### config.mk
export PLATFORM = sky130hd
export DESIGN_NAME = fifo_rd_serializer
export DESIGN_NICKNAME = d
export VERILOG_FILES = /design/src/rtl/fifo_rd_serializer.sv
export SDC_FILE = /design/constraint.sdc
export NUM_CORES = 1
export LEC_CHECK = 0
export ABC_AREA = 1
export CAP_MARGIN = 0
export CELL_PAD_IN_SITES_DETAIL_PLACEMENT = 1
export CELL_PAD_IN_SITES_GLOBAL_PLACEMENT = 1
export CORE_MARGIN = 2
export CORE_UTILIZATION = 31
export CTS_CLUSTER_DIAMETER = 40
export CTS_CLUSTER_SIZE = 14
export DETAILED_ROUTE_END_ITERATION = 7
export GPL_TIMING_DRIVEN = 0
export PLACE_DENSITY = 0.81
export SYNTH_ARGS = -nofsm -noshare
export SYNTH_HDL_FRONTEND = slang
export SYNTH_SLANG_ARGS = --single-unit
### constraint.sdc
create_clock -name clk -period 1.7 [get_ports clk]
set_clock_uncertainty 0.2 [all_clocks]
set_input_delay 0.425 -clock clk [delete_from_list [all_inputs] [get_ports clk]]
set_output_delay 0.425 -clock clk [all_outputs]
set_load 0.005 [all_outputs]
### src/rtl/fifo_rd_serializer.sv
// Pops wide words from a show-ahead FIFO and streams them out as narrow slices on valid/ready.
// Optional build macro FIFO_RD_SER_MSB_FIRST_EN emits the most significant slice first.
module fifo_rd_serializer #(
  parameter int IN_W   = 32,
  parameter int OUT_W  = 8,
  parameter int SLICES = IN_W / OUT_W,
  parameter int IDX_W  = (SLICES > 1) ? $clog2(SLICES) : 1
) (
  input  logic             clk,
  input  logic             rstn,
  input  logic             fifo_empty,
  output logic             fifo_rd,
  input  logic [IN_W-1:0]  fifo_q,
  output logic             m_valid,
  input  logic             m_ready,
  output logic [OUT_W-1:0] m_data,
  output logic             m_last,
  output logic             busy
);

  localparam logic [0:0]       ST_EMPTY = 1'b0;
  localparam logic [0:0]       ST_HOLD  = 1'b1;
  localparam logic [IDX_W-1:0] LAST_IDX = IDX_W'(SLICES - 1);

  logic [0:0]       state_q, state_d;
  logic [IDX_W-1:0] idx_q, idx_d;
  logic [IN_W-1:0]  word_q, word_d;
  logic             transfer_s, last_take_s, load_s;

  function automatic logic [OUT_W-1:0] pick_slice(input logic [IN_W-1:0] w,
                                                  input logic [IDX_W-1:0] i);
    logic [OUT_W-1:0] r;
    r = {OUT_W{1'b0}};
    for (int s = 0; s < SLICES; s++) begin
      if (i == IDX_W'(s)) begin
`ifdef FIFO_RD_SER_MSB_FIRST_EN
        r = w[(SLICES-1-s)*OUT_W +: OUT_W];
`else
        r = w[s*OUT_W +: OUT_W];
`endif
      end
    end
    return r;
  endfunction

  // Handshake decode; the pop is gated by rstn so nothing is consumed while in reset.
  always_comb begin
    transfer_s  = (state_q == ST_HOLD) && m_ready;
    last_take_s = transfer_s && (idx_q == LAST_IDX);
    load_s      = rstn && !fifo_empty && ((state_q == ST_EMPTY) || last_take_s);
  end

  // Next-state: a load on the final slice keeps the stream gap-free.
  always_comb begin
    state_d = state_q;
    idx_d   = idx_q;
    word_d  = word_q;
    if (load_s) begin
      word_d  = fifo_q;
      idx_d   = {IDX_W{1'b0}};
      state_d = ST_HOLD;
    end else if (last_take_s) begin
      state_d = ST_EMPTY;
      idx_d   = {IDX_W{1'b0}};
    end else if (transfer_s) begin
      idx_d = idx_q + IDX_W'(1);
    end else begin
      state_d = state_q;
    end
  end

  // State registers.
  always_ff @(posedge clk or negedge rstn) begin
    if (!rstn) begin
      state_q <= ST_EMPTY;
      idx_q   <= {IDX_W{1'b0}};
      word_q  <= {IN_W{1'b0}};
    end else begin
      state_q <= state_d;
      idx_q   <= idx_d;
      word_q  <= word_d;
    end
  end

  assign fifo_rd = load_s;
  assign m_valid = (state_q == ST_HOLD);
  assign busy    = (state_q == ST_HOLD);
  assign m_last  = (state_q == ST_HOLD) && (idx_q == LAST_IDX);
  assign m_data  = pick_slice(word_q, idx_q);

endmodule

# After elaboration in Yosys (flattened, before gate mapping)
# Cells that the tools add are included.
classes:
  muxes: 9
  bitwise: 1
  reduce_logical: 10
  add_sub_neg: 1
  n_eq_ne: 3
op_table:
  columns: ["op", "n"]
  rows:
  - ["8-bit 2-to-1 mux", 4]
  - ["2-bit 2-to-1 mux", 3]
  - ["1-bit logical AND", 5]
  - ["2-bit equality test, second input constant", 2]
  - ["3-bit nonzero test", 1]
  - ["2-bit by 1-bit adder with 2-bit output, second input constant", 1]
  - ["2-bit by 1-bit equality test with 1-bit output, second input constant", 1]
  - ["2-bit zero test", 1]
  - ["1-bit 2-to-1 mux", 2]
  - ["2-bit nonzero test", 1]
  - ["1-bit zero test", 1]
  - ["1-bit logical OR", 1]
  - ["1-bit NOT", 1]
totals:
  in_bits: 36
  regBits: 35
  output_inout_bits: 12
  word_cells: 27

# Longest topological paths before layout
depth:
  word_depth: 5
  mapped_depth: 9

# Worst setup path after synthesis
# OpenSTA, ideal clock, no wires.
synth_path:
  path_kind: "reg-to-output"
  from: "reg idx_q[0]"
  to: "out fifo_rd"
  path_buffers: 3
  t_arrival_ns: 1.232
  path_stages_with_launch: 9
  path_slack_ns: -0.157
  required_ns: 1.075
  cell_sequence: "dfrtp_1 -> ha_1 -> buf_6 -> nand2_2 -> nand2_2 -> nand2_4 -> buf_6 -> buf_6 -> inv_1"
synth_between:
  elab_chain_len: 4
synth_rtl:
  columns: ["element", "line", "text"]
  rows:
  - ["start: declaration", "26", "logic [IDX_W-1:0] idx_q, idx_d;"]
  - ["start signal: assignment", "76", "idx_q <= {IDX_W{1'b0}};"]
  - ["start signal: assignment", "80", "idx_q <= idx_d;"]
  - ["2-bit equality test", "49", "last_take_s = transfer_s && (idx_q == LAST_IDX);"]
  - ["1-bit logical AND", "49", null]
  - ["1-bit logical OR", "50", "load_s = rstn && !fifo_empty && ((state_q == ST_EMPTY) || last_take_s);"]
  - ["1-bit logical AND", "50", null]
  - ["end: declaration", "12", "output logic fifo_rd,"]
# Every way passes these cells.

# Final worst setup path
layout_path:
  from: "reg idx_q[1]"
  to: "out fifo_rd"
# Same word-level chain as after synthesis.

==> run metrics <==
starting density of the core=31.6%; Post-Synth Adder-Cell Area=roughly 2.7%; startpoint types=flop; min cycle time layout=between 2 and 2.5 ns; power density cells=about 1700 nW/um2; total negative slack=-6.91 ns; detailed-route DRC error count=0; NetSw=slightly above 2 mW; Reg area=~900 um2; share of layout cells above drive strength 1=32.8%; H-tree lvl count=2; n_diodes=0; Crit Path Max Fanout=4; Max-Slew Margin vs Limit=between 70 and 80%; Worst-Margin Slew=0.329 ns; Cell Area, Synth=between 1500 and 2000 um2; nets=344; DP HPWL=about 3.5 mm; initial antenna violation count=0; largest net degree at the start of global routing=37; detailed router's first-iteration violation count=54; XOR/XNOR Fraction of Synth Area=0%; first-pass GRT wire length=roughly 9.4 mm; post-synthesis mux area share=0%; Final WS setup=-0.610 ns; RSZ-0062 raised after global routing=yes; Post-synth top cells=nand2_1 (71), inv_1 (49), dfrtp_1 (35), o21ai_0 (20), a21oi_1 (16); Die X=81.2 um; CTS tree=built; DR WL/cell=15.5 um; top_reg_cell synth=dfrtp_1; Clock transition at path regs=about 0.070 ns; Worst Path Arrival=approximately 1.7 ns; Pleak=about 1.5 nW; fmax=about 430 MHz; Pre-Repair DR Iteration Count=4; post-placement cell area=between 2000 and 2500 um2; number of buffers created by CTS=5; GP Congestion=slightly above 0.7; failing checks=negative hold slack, negative setup slack; Worst setup EP type=output pin; # IOs=48; vias per cell=about 4.6; Congestion Overflow GR=0; Core ar.=5850 um2; Seq/Total Area, Yosys=47.4%; Vias=around 1700; area leader, netlist=dfrtp_1; asr flop ratio synth=100%; Final Max Slew Viols=0; register bit total from synthesis=35; CP Class=reg2out; largest family of logic cells by synthesized area=simple AND/OR/NAND/NOR gates; net switching fraction of the power=between 30% and 40%; post-synthesis simple-gate area fraction=roughly 20%; global-route track usage on met3=under 10%; die footprint=6600 um2; Post-Syn Area per Cell=7.77 um2; clk_lat worst skew=0.29 ns; combinational share of power=approximately half; DIE HEIGHT=between 80 and 90 um; Finished Cell Area=2950 um2; GRT Overall Usage=between 10% and 20%; HP Class=in2async; fraction of power consumed by sequential logic=31.0%; vias in the first global route=between 1500 and 2000; pre-CTS setup slack=-1.26 ns; crit share post-route=136%; routed wire length=between 5 and 6 mm; status=complete, but fails checks; most common cell in the netlist=nand2_1; Placement Rows=28; CTS root buf=clkbuf_8; DRT antenna net count=0; cell-internal power=approximately 3.1 mW; number of flops mapped to enable cells by yosys=0; top post-synthesis cells by area=dfrtp_1 (47%), nand2_1 (14%), inv_1 (9.9%); Clk network pwr share=between 10% and 20%; final setup violation count=25; CTS sink cnt=35; max cap viols=0; final count of hold timing violations=35; I/O Buffers=47; YS warnings=0; Crit path required time=between 1 and 1.5 ns; maximum vdd ir drop=around 0.6 mV; area grow syn2layout=59.7%; grt met2 use=approximately 36%; clk buf depth=2; Yosys top cell area share=~47%; GR peak layer=met2; Cell variety after synth=15; hold slack=-0.196 ns; met1 Use GR=roughly 23%; Multi-input gate area=roughly 860 um2; Syn Nets=roughly 280; fillers=between 600 and 700; Mapped Cells=238; Compound-Gate Fraction of Synth Area=between 15 and 20%
## kinds of logic after synthesis
logic type	after synthesis
buffers and inverters	63
DFF	35
and+or+nand+nor	88
AOI/OAI and AO/OA	48
adders and majority gates	4
## state kept, by name (all words and copies together) (netlist names)
signal,flops
word_q,32
idx_q,2
busy,1
## power groups by stage
stage	Combinational [mW]	Clock, mW	Sequential, mW
finish	2.65	0.902	1.60
global route	2.92	0.972	1.64
CTS	2.40	0.921	1.56
detailed placement	2.00	0	1.54
global placement	1.92	0	1.51
floorplan	1.19	0	1.46
## cell usage in the layout, fill, tap and decap left out, types with 2 or more instances in the layout
master,instances
nand3_1,4
clkdlybuf4s50_1,34
ha_4,3
nand2_2,9
nand3_4,2
nor2_1,2
dfrtp_2,3
a21oi_2,14
inv_2,3
buf_2,9
o21ai_0,10
dfrtp_1,32
buf_6,12
o21ai_2,13
inv_1,45
o21ai_1,9
nand3_2,2
bufinv_16,2
buf_4,5
buf_8,6
nand2_4,3
clkbuf_8,6
nand2_1,66
## metal layers
metal | share of wire, % | wire, um
met3 | 3.7 | 216
met4 | 2.4 | 140
met1 | 39 | 2320
met5 | 0 | 0
met2 | 54 | 3200
## metrics by stage
| step | std cells | utilization [%] | power (mW) |
|---|---|---|---|
| 5_1_grt | 380 | 50.5 | 5.53 |
| 6_report | 380 | 50.5 | 5.15 |
| 3_5_place_dp | 360 | 41.6 | 3.53 |
| 4_1_cts | 380 | 49.0 | 4.89 |
| 2_1_floorplan | 238 | - | 2.65 |
| 3_3_place_gp | 360 | 41.6 | 3.44 |
## worst max-delay path, cell delays in order, from the launching register on
cell	delay [ns]
dfrtp_2	0.43
ha_2	0.20
buf_6	0.11
nand2_4	0.05
nand2_4	0.08
nand2_4	0.06
buf_8	0.13
buf_12	0.12
inv_2	0.04
clkdlybuf4s15_2	0.18
## area by class of cell
cell class	instances	area share, %
buffer	12	6.10
timing repair buffer	61	20.6
multi-input combinational	140	29.2
clock buffer	6	2.46
sequential	35	29.8
tap	75	3.18
clock inverter	2	2.03
inverter	49	6.65
## timing repair
action / 4_1_cts / 5_1_grt
setup buffers: 9 / 1
gates cloned: 4 / 0
setup endpoints to repair: 47 / 46
pin swaps: 14 / 4
endpoints found under the hold margin: 35 / 35
resized for setup: 107 / 29
## worst paths after layout
kind | startpoint | endpoint | slack [ns] | cells past startpoint
hold reg to reg | word_q[20] | word_q[20] | 0.28 | 2
setup reg to reg | idx_q[1] | word_q[10] | -0.18 | 9
setup / recovery | idx_q[1] | fifo_rd | -0.61 | 9
hold / removal | rstn | idx_q[0] | -0.20 | 1
max in group asynchronous | rstn | idx_q[1] | 1.21 | 1
min in group clk | word_q[20] | word_q[20] | 0.28 | 2
Note: power is estimated with default switching activity, not from simulation.
==> RTL edit, RTL diff (same flow settings) <==
`IN_W`: 32 -> 64.
--- a/src/rtl/fifo_rd_serializer.sv
+++ b/src/rtl/fifo_rd_serializer.sv
@@ -3,3 +3,3 @@
 module fifo_rd_serializer #(
-  parameter int IN_W   = 32,
+  parameter int IN_W   = 64,
   parameter int OUT_W  = 8,
Interface: changed (resized fifo_q); port bits go from 48 to 80. The function was not compared with the original's and may differ.
==> RTL edit against the unedited design <==
  * The flow still finishes with violations (negative hold slack, negative setup slack)
  * Routed wire length grew to 2.9 times the old value
  * Die area grew 83%
  * Register-to-register slack lost 0.48 ns
  * Sequential cell count grew 33
  * Count of clock-buffer cells in the layout grew 6
  * Worst setup slack lost 0.60 ns
  * Largest power group unchanged
  * Final area grew 110%
  * Total power grew 110%
  * Utilization grew 6.8 points
  * Clock power grew 39%
  * Area after synthesis grew 88%
  * Sequential share of layout area shrank 2.4 points
==> RTL edit: results (changes against the unedited design) <==
Mux cell area share after synthesis: 0% (unchanged)
Initial antenna violation count: 0 (unchanged)
Synth area leaders: dfrtp_1 49%, nand2_1 32%, nor2_1 4.2%
Ys async rst share: 100.0% (unchanged)
Rel. slew slack: 56.11% (-22 points)
Synth Area in Compound Gates: 1.474% (-14 points)
Drt initial violations: 244 (+350%)
Final setup vio count: 79 (+220%)
Yosys warning total: 0 (unchanged)
Root buffer cell: clkbuf_8
Post-DP Area: 0.004528 sq mm (+86%)
Worst-path clk slew: 0.09 ns (+0.02 ns)
Main synth FF type: dfrtp_1
Max reg flops: 64 (+100%)
CP peak stage delay: 0.48 ns (+0.05 ns)
Hpwl dp: 7.395 mm (+110%)
Crit-path leading delay family: simple AND/OR/NAND/NOR gates
Most frequent cells after synthesis: 294 x nand2_1, 68 x dfrtp_1, 39 x nor2_1, 34 x inv_1, 18 x nand3_1
Final Hold Slack: -0.1655 ns (+0.03070 ns)
Final hold vios: 68 (+94%)
Failing checks: negative hold slack, negative setup slack
First-pass GRT wire length: 22.25 mm (+140%)
CP max-delay cell: dfrtp_2
IO Port Bufs: 79 (+68%)
Sequential fraction of the synthesis area: 48.90% (+1.5 points)
GP Congestion: 0.7751 (+6.9%)
Adder-cell share of the synthesized area: 2.157% (-0.55 points)
Wire per inst: 21.85 microns (+41%)
Share of layout cells above drive strength 1: 44.89% (+12 points)
N_diodes: 0 (unchanged)
Status: finished, violations left
Leak: 0.003335 uW (+120%)
H-tree depth: 3 (+1)
Drt via density: 5.102 (+11%)
Final setup margin: -1.207 ns (-0.5968 ns)
Largest net degree at the start of global routing: 70 (+89%)
Tot GR Track Use: 24.69% (+4.9 points)
CP arrival: 2.28 ns (+0.59 ns)
TritonCTS Buffers: 9 (+4)
Most flop-heavy register: word_q
Vias in the first global route: 4287 (+130%)
Max Root-Sink Buffers: 2 (unchanged)
Worst-Skew Late Latency: 0.39 ns (+0.10 ns)
Netlist cell types: 18 (+3)
Worst Path Max Fanout: 5 (+1)
Nets: 717 (+110%)
Synthesized Nets: 573 (+110%)
Drt first pass iters: 4 (unchanged)
Xor-xnor portion of the synthesized cell area: 0% (unchanged)
Hold Crit Class: primary input to async pin
Peak VDD IR: 0.6364 mV (+8.0%)
-- RTL edit: cell types whose count changed after synthesis, moves of 12 or more --
cell | unedited run | this run
a21oi_1 | 16 | 0
dfrtp_1 | 35 | 68
inv_1 | 49 | 34
nand2_1 | 71 | 294
nor2_1 | 2 | 39
o21ai_2 | 12 | 0
-- RTL edit: cells by family after synthesis --
logic type                 Yosys count
DFF                                 68
AOI/OAI and AO/OA                   10
buffers and inverters               59
and+or+nand+nor                    356
adders and majority gates            6
-- RTL edit: what timing repair did --
item | in CTS | in global routing
gates cloned | 9 | 3
setup endpoints to repair | 80 | 80
gates resized for setup | 201 | 168
pin swaps | 38 | 44
hold endpoints to repair | 68 | 68
buffers inserted | 40 | 17
-- RTL edit: metrics by stage --
step | std cells | setup TNS (ns) | worst slack, ns
floorplan | 499 | -8.268 | -0.2502
global placement | 718 | -352.12 | -3.321
finish | 786 | -51.56 | -1.207
CTS | 779 | -52.06 | -1.064
global route | 786 | -54.45 | -1.261
detailed placement | 718 | -53.16 | -1.255
-- RTL edit: power breakdown --
group          switching (uW)  internal [uW]
registers                 659           2380
logic                    3520           2790
clock network             700            553
total                    4880           5720
-- RTL edit: area by class of cell --
type                       count  area, sq um
sequential                    68         1707
inverter                      37        158.9
buffer                        17        254.0
tap                          140        175.2
fill                        1245         4657
multi-input combinational    372         2311
timing repair buffer         138         1468
clock inverter                 2        12.51
clock buffer                  12        145.1
-- RTL edit: path summary, 6_finish.rpt --
| kind | to | depth (start not counted) | start | slack (ns) |
|---|---|---|---|---|
| min in group clk | word_q[27]$_DFFE_PN0P_ | 2 | word_q[27]$_DFFE_PN0P_ | 0.29 |
| max | m_data[7] | 15 | idx_q[0]$_DFFE_PN0P_ | -1.21 |
| max in group asynchronous | busy$_DFFE_PN0P_ | 1 | rstn | 0.97 |
| max reg2reg | word_q[15]$_DFFE_PN0P_ | 14 | idx_q[0]$_DFFE_PN0P_ | -0.66 |
| min reg2reg | word_q[27]$_DFFE_PN0P_ | 2 | word_q[27]$_DFFE_PN0P_ | 0.29 |
| min | word_q[16]$_DFFE_PN0P_ | 1 | rstn | -0.17 |
-- RTL edit: metal layers --
layer  GRT usage (%)  vias to the layer above  wire length [microns]
met5               0                        -                      0
met4           11.39                        0                    849
met3           4.979                       61                    860
met2           42.94                      170                   8544
met1           29.11                     2005                   6923
li1                -                     1774                      -
-- RTL edit: worst register-to-register path, cell delays in order (launching register included) --
cell,delay [ns]
dfrtp_2,0.48
buf_6,0.14
ha_4,0.16
buf_6,0.12
ha_4,0.18
buf_6,0.13
nand2_4,0.06
nand2_4,0.06
nand2_4,0.10
inv_4,0.06
buf_6,0.12
buf_12,0.16
buf_16,0.15
nand2_4,0.06
nand2_2,0.06
